===== config.mk =====
export PLATFORM = sky130hd
export DESIGN_NAME = core_inst_seq
export DESIGN_NICKNAME = d
export VERILOG_FILES = /design/src/rtl/core_inst_seq.sv
export SDC_FILE = /design/constraint.sdc
export NUM_CORES = 1
export LEC_CHECK = 0
export CORE_UTILIZATION = 65
export CTS_BUF_LIST = sky130_fd_sc_hd__clkbuf_8
export DETAILED_ROUTE_END_ITERATION = 10
export DONT_BUFFER_PORTS = 1
export PLACE_DENSITY = 0.83
export SYNTH_ARGS = -nofsm -noshare
export SYNTH_HDL_FRONTEND = slang
export SYNTH_SLANG_ARGS = --single-unit

===== constraint.sdc =====
create_clock -name clk -period 2.4 [get_ports clk]
set_input_delay 0.6 -clock clk [delete_from_list [all_inputs] [get_ports clk]]
set_output_delay 0.6 -clock clk [all_outputs]
set_load 0.01 [all_outputs]

===== src/rtl/core_inst_seq.sv =====
// Instruction sequencer for one attention core: issues a complete tile pass as a registered
// inst word, from K/Q writes through MAC load/execute, psum drain and the SFP pass into norm memory.
module core_inst_seq #(
    parameter int col    = 8,
    parameter int inst_w = 29
) (
    input  logic              clk,
    input  logic              reset,
    input  logic              start,
    input  logic [3:0]        len,
    input  logic              bank_sel,
    input  logic              fifo_valid,
    output logic [inst_w-1:0] inst,
    output logic              mem_req,
    output logic              busy,
    output logic              done
);

    localparam int PMEM_WR       = 0;
    localparam int PMEM_RD       = 1;
    localparam int KMEM_WR_E     = 2;
    localparam int KMEM_WR_O     = 3;
    localparam int KMEM_RD_E     = 4;
    localparam int KMEM_RD_O     = 5;
    localparam int QMEM_WR_E     = 6;
    localparam int QMEM_WR_O     = 7;
    localparam int QMEM_RD_E     = 8;
    localparam int QMEM_RD_O     = 9;
    localparam int PMEM_ADD_LSB  = 10;
    localparam int QKMEM_ADD_LSB = 14;
    localparam int OFIFO_RD      = 18;
    localparam int MAC_LOADK     = 19;
    localparam int MAC_EXE       = 20;
    localparam int NORM_WR       = 21;
    localparam int NORM_ADD_LSB  = 23;
    localparam int SFP_LSB       = 27;

    localparam logic [1:0] SFP_READ  = 2'b01;
    localparam logic [1:0] SFP_WRITE = 2'b10;
    localparam logic [3:0] COL_LAST  = 4'(col - 1);

    typedef enum logic [3:0] {
        S_IDLE,
        S_KWR,
        S_QWR,
        S_KLD,
        S_GAP,
        S_QEX,
        S_WAIT,
        S_OFR,
        S_PRD,
        S_NWR,
        S_DONE
    } state_e;

    state_e            state_q, state_d;
    logic [3:0]        cnt_q, cnt_d;
    logic [3:0]        len_q, len_d;
    logic              bank_q, bank_d;
    logic [inst_w-1:0] inst_q, inst_d;
    logic              mem_req_q, mem_req_d;
    logic              busy_q, busy_d;
    logic              done_q, done_d;

    logic              last_col;
    logic              last_n;

    assign last_col = (cnt_q == COL_LAST);
    assign last_n   = (cnt_q == len_q);

    // Phase sequencing; every phase entry restarts the shared address counter at 0.
    always_comb begin
        state_d = state_q;
        cnt_d   = cnt_q;
        len_d   = len_q;
        bank_d  = bank_q;

        unique case (state_q)
            S_IDLE: begin
                if (start) begin
                    state_d = S_KWR;
                    cnt_d   = 4'd0;
                    len_d   = len;
                    bank_d  = bank_sel;
                end
            end
            S_KWR: begin
                if (last_col) begin
                    state_d = S_QWR;
                    cnt_d   = 4'd0;
                end else begin
                    cnt_d = cnt_q + 4'd1;
                end
            end
            S_QWR: begin
                if (last_n) begin
                    state_d = S_KLD;
                    cnt_d   = 4'd0;
                end else begin
                    cnt_d = cnt_q + 4'd1;
                end
            end
            S_KLD: begin
                if (last_col) begin
                    state_d = S_GAP;
                    cnt_d   = 4'd0;
                end else begin
                    cnt_d = cnt_q + 4'd1;
                end
            end
            S_GAP: begin
                state_d = S_QEX;
                cnt_d   = 4'd0;
            end
            S_QEX: begin
                if (last_n) begin
                    state_d = S_WAIT;
                    cnt_d   = 4'd0;
                end else begin
                    cnt_d = cnt_q + 4'd1;
                end
            end
            S_WAIT: begin
                if (fifo_valid) begin
                    state_d = S_OFR;
                    cnt_d   = 4'd0;
                end
            end
            S_OFR: begin
                if (last_n) begin
                    state_d = S_PRD;
                    cnt_d   = 4'd0;
                end else begin
                    cnt_d = cnt_q + 4'd1;
                end
            end
            S_PRD: begin
                if (last_n) begin
                    state_d = S_NWR;
                    cnt_d   = 4'd0;
                end else begin
                    cnt_d = cnt_q + 4'd1;
                end
            end
            S_NWR: begin
                if (last_n) begin
                    state_d = S_DONE;
                    cnt_d   = 4'd0;
                end else begin
                    cnt_d = cnt_q + 4'd1;
                end
            end
            S_DONE: begin
                state_d = S_IDLE;
                cnt_d   = 4'd0;
            end
            default: begin
                state_d = S_IDLE;
                cnt_d   = 4'd0;
            end
        endcase
    end

    // Outputs are decoded from the next state so they register on the same edge as the state.
    always_comb begin
        inst_d    = '0;
        mem_req_d = 1'b0;
        busy_d    = (state_d != S_IDLE);
        done_d    = (state_d == S_DONE);

        unique case (state_d)
            S_KWR: begin
                inst_d[KMEM_WR_E]              = ~bank_d;
                inst_d[KMEM_WR_O]              = bank_d;
                inst_d[QKMEM_ADD_LSB +: 4]     = cnt_d;
                mem_req_d                      = 1'b1;
            end
            S_QWR: begin
                inst_d[QMEM_WR_E]              = ~bank_d;
                inst_d[QMEM_WR_O]              = bank_d;
                inst_d[QKMEM_ADD_LSB +: 4]     = cnt_d;
                mem_req_d                      = 1'b1;
            end
            S_KLD: begin
                inst_d[KMEM_RD_E]              = ~bank_d;
                inst_d[KMEM_RD_O]              = bank_d;
                inst_d[MAC_LOADK]              = 1'b1;
                inst_d[QKMEM_ADD_LSB +: 4]     = cnt_d;
            end
            S_QEX: begin
                inst_d[QMEM_RD_E]              = ~bank_d;
                inst_d[QMEM_RD_O]              = bank_d;
                inst_d[MAC_EXE]                = 1'b1;
                inst_d[QKMEM_ADD_LSB +: 4]     = cnt_d;
            end
            S_OFR: begin
                inst_d[OFIFO_RD]               = 1'b1;
                inst_d[PMEM_WR]                = 1'b1;
                inst_d[PMEM_ADD_LSB +: 4]      = cnt_d;
            end
            S_PRD: begin
                inst_d[PMEM_RD]                = 1'b1;
                inst_d[PMEM_ADD_LSB +: 4]      = cnt_d;
                inst_d[SFP_LSB +: 2]           = SFP_READ;
            end
            S_NWR: begin
                inst_d[NORM_WR]                = 1'b1;
                inst_d[NORM_ADD_LSB +: 4]      = cnt_d;
                inst_d[SFP_LSB +: 2]           = SFP_WRITE;
            end
            default: begin
                inst_d    = '0;
                mem_req_d = 1'b0;
            end
        endcase
    end

    always_ff @(posedge clk or posedge reset) begin
        if (reset) begin
            state_q   <= S_IDLE;
            cnt_q     <= 4'd0;
            len_q     <= 4'd0;
            bank_q    <= 1'b0;
            inst_q    <= '0;
            mem_req_q <= 1'b0;
            busy_q    <= 1'b0;
            done_q    <= 1'b0;
        end else begin
            state_q   <= state_d;
            cnt_q     <= cnt_d;
            len_q     <= len_d;
            bank_q    <= bank_d;
            inst_q    <= inst_d;
            mem_req_q <= mem_req_d;
            busy_q    <= busy_d;
            done_q    <= done_d;
        end
    end

    assign inst    = inst_q;
    assign mem_req = mem_req_q;
    assign busy    = busy_q;
    assign done    = done_q;

endmodule


==> impl_metrics.csv, run 1 <==
group,metric,value,unit
floorplan,die_y,56.15,um
finish,most-common-layout-cells,"dfrtp_1 (43), nor2_1 (31), inv_1 (11), nand2_1 (7)",
clock_tree,cts_hold_buffers,0,
clock_tree,cts.repair.resized,0,
critical_path,crit_required,2.58,ns
critical_path,crit_arrival,2.29,ns
drt,postRouteAntennaNets,0,
timing,setup_viol,0,
worst_hold_path,worst_hold_path_type,"in -> async",
grt,grt_max_degree,28,
finish,layout_commonest_cell,"dfrtp_1",
logic_synthesis,synth_area_leader_cell,"dfrtp_1",
timing,period_minus_slack,2.109,ns
logic_synthesis,synth_warnings,0,
drt,vias_per_cell,6.180,
critical_path,crit_chain,"xnor2_2 -> and4_1 -> nand2_1 -> o2111a_1 -> nand2b_4 -> or3_1",
logic_synthesis,synth_seq_area_share,0.5647,
timing,maxSlewViolCount,0,
grt,first_global_vias,1171,
clock_tree,cts.sinks,43,
critical_path,startpoint_type,"flop",
clock_tree,clkLatencyLatePin,0.29,ns
logic_synthesis,ys_seq_elements,43,
status,outcome,"complete, no violations",
placed_design,dpl.hpwl,2516,um
timing,fmax,474.1,MHz
clock_tree,cts_setup_buffers,0,
timing,slew_headroom,0.5585,
drt,drc_errors,0,
finish,fin_util,0.7328,
grt,grt_usage,0.2370,
drt,drtIter0Drc,61,
placed_design,port_buffers,0,
timing,fin_worst_skew,0.006252,ns
clock_tree,numCtsBuffers,5,
critical_path,cp_slowest_cell,"dfrtp_1",
placed_design,routabilityCongestion,0.9607,
drt,drtPass1Iterations,4,
timing,holdWs,0.2804,ns
logic_synthesis,synth_area_per_cell,11.01,sq um
pwr,leakagePower,0.9840,nW
grt,grt_pass1_wl,5554,um
drt,via_count,1273,
timing,rsz0062_at_grt,"no",
logic_synthesis,synth_cell_types,50,
clock_tree,clk_path_buf_depth,2,
floorplan,die-area,3152,sq um
logic_synthesis,synthCells,173,
flow_run,maxCapViolCount,0,
timing,setup_tns,0,ns
timing,tightest_slew,0.6616,ns
timing,finalCritPeriodShare,0.8789,
grt,grt.overflow.total,0,
floorplan,ios,41,
logic_synthesis,synth_area,1906,sq um
floorplan,start_util,0.6910,
clock_tree,cts-htree-levels,2,
drt,postRouteWirelength,3392,um
pwr,report.power.total,0.002839,W
placed_design,dpl.cell_count,198,
critical_path,slowest_delay,0.53,ns
finish,drive_above_1_share,0.1486,
pwr,p_per_area,1405,nW/um^2
clock_tree,ctsRootBufferMaster,"clkbuf_8",
finish,area_growth,6.041,%
clock_tree,tritoncts,"built",
finish,fin_cells,206,
finish,nets,184,
floorplan,rows,19,
logic_synthesis,synth.area.top_cells,"dfrtp_1 (56%), nor2_1 (6.1%), mux2_2 (2.4%)",
floorplan,fp.coreArea,2758,sq um
critical_path,timing.reg2reg.setup_slack,0.29,ns
clock_tree,clkSlewWorstSetupHoldPaths,0.08,ns
pwr,peakVddDrop,0.001030,V
floorplan,fp.dieW,56.15,um
logic_synthesis,synth_top_area_share,0.5647,
critical_path,end_kind,"flop",
critical_path,critPathKind,"reg -> reg",
critical_path,cp_max_fo,8,
logic_synthesis,synth.net_count,183,
finish,antenna_cells,0,
grt,antenna_found_initial,0,
timing,hold_violations,0,
drt,routedWlPerCell,16.47,um
-- worst paths after layout --
| check | from | endpoint | depth (start not counted) |
|---|---|---|---|
| worst min-delay path | reset | busy | 1 |
| worst max-delay path | cnt_q[2] | busy | 6 |
| max in group asynchronous | reset | inst[7] | 2 |
| worst min register to register | len_q[3] | len_q[3] | 1 |
| worst max register to register | cnt_q[2] | busy | 6 |
| min in group clk | len[3] | len_q[3] | 1 |
-- where the power goes --
group / switching [W] / internal [W] / leakage, nW / total [W]
combinational: 0.000630 / 0.000500 / 0.361 / 0.00113
sequential: 0.000237 / 0.000928 / 0.565 / 0.00117
clock: 0.000234 / 0.000309 / 0.0581 / 0.000543
-- cells in the mapped netlist, drive strengths merged --
| master | number |
|---|---|
| or2b | 3 |
| nand4 | 1 |
| a21oi | 4 |
| o22ai | 1 |
| ha | 1 |
| o2111a | 1 |
| mux2i | 3 |
| nor3b | 1 |
| nor3 | 3 |
| o21ai | 3 |
| a221o | 1 |
| o21a | 1 |
| or2 | 2 |
| mux2 | 5 |
| nand2 | 7 |
| a211o | 1 |
| nand3b | 1 |
| nand2b | 5 |
| nand4b | 1 |
| nand3 | 3 |
| and3 | 2 |
| nor2 | 31 |
| a21o | 1 |
| buf | 8 |
| and2b | 2 |
| and3b | 1 |
| nor2b | 2 |
| o211ai | 4 |
| nor4 | 1 |
| o22a | 1 |
| a22oi | 3 |
| a211oi | 1 |
| inv | 11 |
| conb | 1 |
| or3b | 2 |
| xnor2 | 6 |
| and4 | 1 |
| dfrtp | 43 |
| or3 | 4 |
-- registers in the layout, indices dropped and copies added, names as in the netlist --
| name | cells |
|---|---|
| cnt_q | 4 |
| done | 1 |
| bank_q | 1 |
| mem_req | 1 |
| busy | 1 |
| inst | 27 |
| len_q | 4 |
| state_q | 4 |
-- critical path, delay by kind of cell, from the launching register on --
family          cells  cell delay [ns]
compound gates      1             0.22
xor+xnor            1             0.15
flops               1             0.53
simple gates        4             1.10
-- per-layer routing --
layer / global-route usage / part of all wire / wire length (um)
met3: 0.06047 / 0.064 / 218
met2: 0.3622 / 0.50 / 1704
met5: 0 / 0 / 0
met4: 0.1359 / 0.020 / 69
met1: 0.3067 / 0.41 / 1400
-- cell families (layout without fill, tap and decap cells) --
logic type | Yosys count | after routing | synth area share
buffers and inverters | 19 | 21 | 0.05515
adder cells (fa/ha/maj) | 1 | 1 | 0.006565
other | 1 | 1 | 0.001968
AND/OR/NAND/NOR | 73 | 73 | 0.2068
XOR/XNOR | 6 | 6 | 0.03152
flip-flops | 43 | 43 | 0.5647
multiplexers | 8 | 8 | 0.04727
AO/OA/AOI/OAI | 22 | 22 | 0.08602
-- layout make-up --
type / instances / area, sq um
inverter: 11 / 41.29
sequential: 43 / 1076
clock buffer: 5 / 68.82
multi-input combinational: 111 / 724.4
tap: 31 / 38.79
fill: 189 / 737.0
timing repair buffer: 2 / 27.53
clock inverter: 3 / 43.79
-- per-stage QoR --
step / setup WS (ns) / cell area, sq um
final: 0.2907 / 2021
after global routing: 0.1666 / 2021
after CTS: 0.3119 / 2021
after detailed placement: 0.3250 / 1908
after global placement: 0.3707 / 1908
after floorplan: 0.5554 / 1906
(Power assumes the default switching activity.)
==> run 2: changes to the inputs <==
RECOVER_POWER = 25   (was default)
==> run 2 against run 1 <==
Cell count did not move. Flip-flop and latch count did not move. Hold slack got worse by 0.026 ns. Combinational power barely moved. Utilization fell by 0.59 points. Clock power barely moved. Critical path depth did not move. First-iteration DRC count did not move.
==> impl_metrics.csv, run 2 (same netlist as run 1, synthesis figures left out) <==
group,metric,value,unit
timing,hold_violations,0,
critical_path,crit_required,2.58,ns
floorplan,die_y,56.15,um
finish,antenna_cells,0,
pwr,peakVddDrop,0.001028,V
pwr,p_per_area,1414,nW/um^2
pwr,report.power.total,0.002834,W
clock_tree,tritoncts,"built",
critical_path,timing.reg2reg.setup_slack,0.29,ns
drt,drtIter0Drc,61,
finish,drive_above_1_share,0.1429,
floorplan,fp.coreArea,2758,sq um
critical_path,path_delay_family,"simple AND/OR/NAND/NOR gates",
finish,largest_reg_flops,27,
grt,antenna_found_initial,0,
grt,grt.overflow.total,0,
grt,grt_pass1_wl,5554,um
drt,via_count,1276,
timing,tightest_slew,1.336,ns
drt,drtPass1Iterations,4,
placed_design,routabilityCongestion,0.9607,
floorplan,die-area,3152,sq um
timing,period_minus_slack,2.107,ns
finish,layout_commonest_cell,"dfrtp_1",
clock_tree,clkSlewWorstSetupHoldPaths,0.08,ns
floorplan,ios,41,
critical_path,crit_arrival,2.28,ns
finish,regArea,1076,sq um
status,outcome,"complete, no violations",
timing,maxSlewViolCount,0,
timing,finalCritPeriodShare,0.8778,
worst_hold_path,worst_hold_path_type,"in -> async",
floorplan,start_util,0.6910,
flow_run,maxCapViolCount,0,
finish,fillers,192,
clock_tree,cts-htree-levels,2,
clock_tree,cts_hold_buffers,0,
timing,rsz0062_at_grt,"no",
clock_tree,numCtsBuffers,5,
critical_path,slowest_delay,0.53,ns
finish,most-common-layout-cells,"dfrtp_1 (43), nor2_1 (31), inv_1 (11), nand2_1 (7)",
floorplan,rows,19,
finish,nets,184,
grt,grt_max_degree,28,
pwr,leakagePower,0.9757,nW
floorplan,fp.dieW,56.15,um
clock_tree,cts.repair.resized,0,
clock_tree,ctsRootBufferMaster,"clkbuf_8",
timing,fin_worst_skew,0.006157,ns
grt,first_global_vias,1171,
critical_path,rr_startpoint,"cnt_q[2]",
critical_path,startpoint_type,"flop",
critical_path,crit_chain,"xnor2_2 -> and4_1 -> nand2_1 -> o2111a_1 -> nand2b_4 -> or3_1",
clock_tree,clk_path_buf_depth,2,
clock_tree,clkLatencyLatePin,0.29,ns
timing,setup_tns,0,ns
timing,setup_viol,0,
finish,multi_input_area,724.4,sq um
timing,slew_headroom,0.1095,
finish,area_growth,5.187,%
grt,grt_usage,0.2370,
clock_tree,cts.sinks,43,
critical_path,cp_max_fo,8,
placed_design,dpl.hpwl,2516,um
drt,routedWlPerCell,16.46,um
clock_tree,cts_setup_buffers,0,
critical_path,crit_start,"cnt_q[2]",
critical_path,end_kind,"flop",
drt,drc_errors,0,
critical_path,cp_slowest_cell,"dfrtp_1",
timing,fmax,474.7,MHz
drt,vias_per_cell,6.194,
placed_design,port_buffers,0,
critical_path,worst-path-buf-inv,0,
drt,postRouteWirelength,3391,um
critical_path,critPathKind,"reg -> reg",
drt,postRouteAntennaNets,0,
==> run 2: worst register-to-register path, cell delays in order (launching register included) <==
cell      delay, ns
dfrtp_1        0.53
xnor2_2        0.16
and4_1         0.41
nand2_1        0.17
o2111a_1       0.22
nand2b_4       0.18
or3_1          0.34
==> run 2: metrics by stage <==
| step | hold slack (ns) | cells | setup slack [ns] | util | instance area (sq um) |
|---|---|---|---|---|---|
| 2_1_floorplan | 0.5011 | 173 | 0.5554 | - | 1906 |
| 3_3_place_gp | 0.5140 | 198 | 0.3707 | 0.6919 | 1908 |
| 3_5_place_dp | 0.5161 | 198 | 0.3250 | 0.6919 | 1908 |
| 4_1_cts | 0.3021 | 206 | 0.3119 | 0.7328 | 2021 |
| 5_1_grt | 0.3118 | 206 | 0.1290 | 0.7269 | 2004 |
| 6_report | 0.2541 | 206 | 0.2934 | 0.7269 | 2004 |
==> run 2: layer usage <==
metal  track usage  routed length [um]
met5             0                   0
met2        0.3622                1674
met4        0.1359                  88
met3       0.06047                 219
met1        0.3067                1409
==> run 2: final timing paths <==
path                                 end  depth (start not counted)
max in group asynchronous        inst[7]                          2
worst max-delay path                busy                          6
worst min-delay path                busy                          1
worst max register to register      busy                          6
worst min register to register  len_q[3]                          1
min in group clk                len_q[3]                          1
==> run 2: final cells by class <==
type,instances,share of cell area
clock buffers,5,0.03433
clock inverters,3,0.02185
inverters,11,0.02060
multi-input cells,111,0.3614
flip-flops and latches,43,0.5368
well taps,31,0.01935
repair buffers,2,0.005618
==> run 2: report_power, final <==
group	total [W]	leakage, nW	switching, W	internal [W]
registers	0.00117	0.565	0.000237	0.000928
clock network	0.000543	0.0581	0.000234	0.000309
logic	0.00113	0.353	0.000628	0.000497
total	0.00283	0.976	0.00110	0.00173
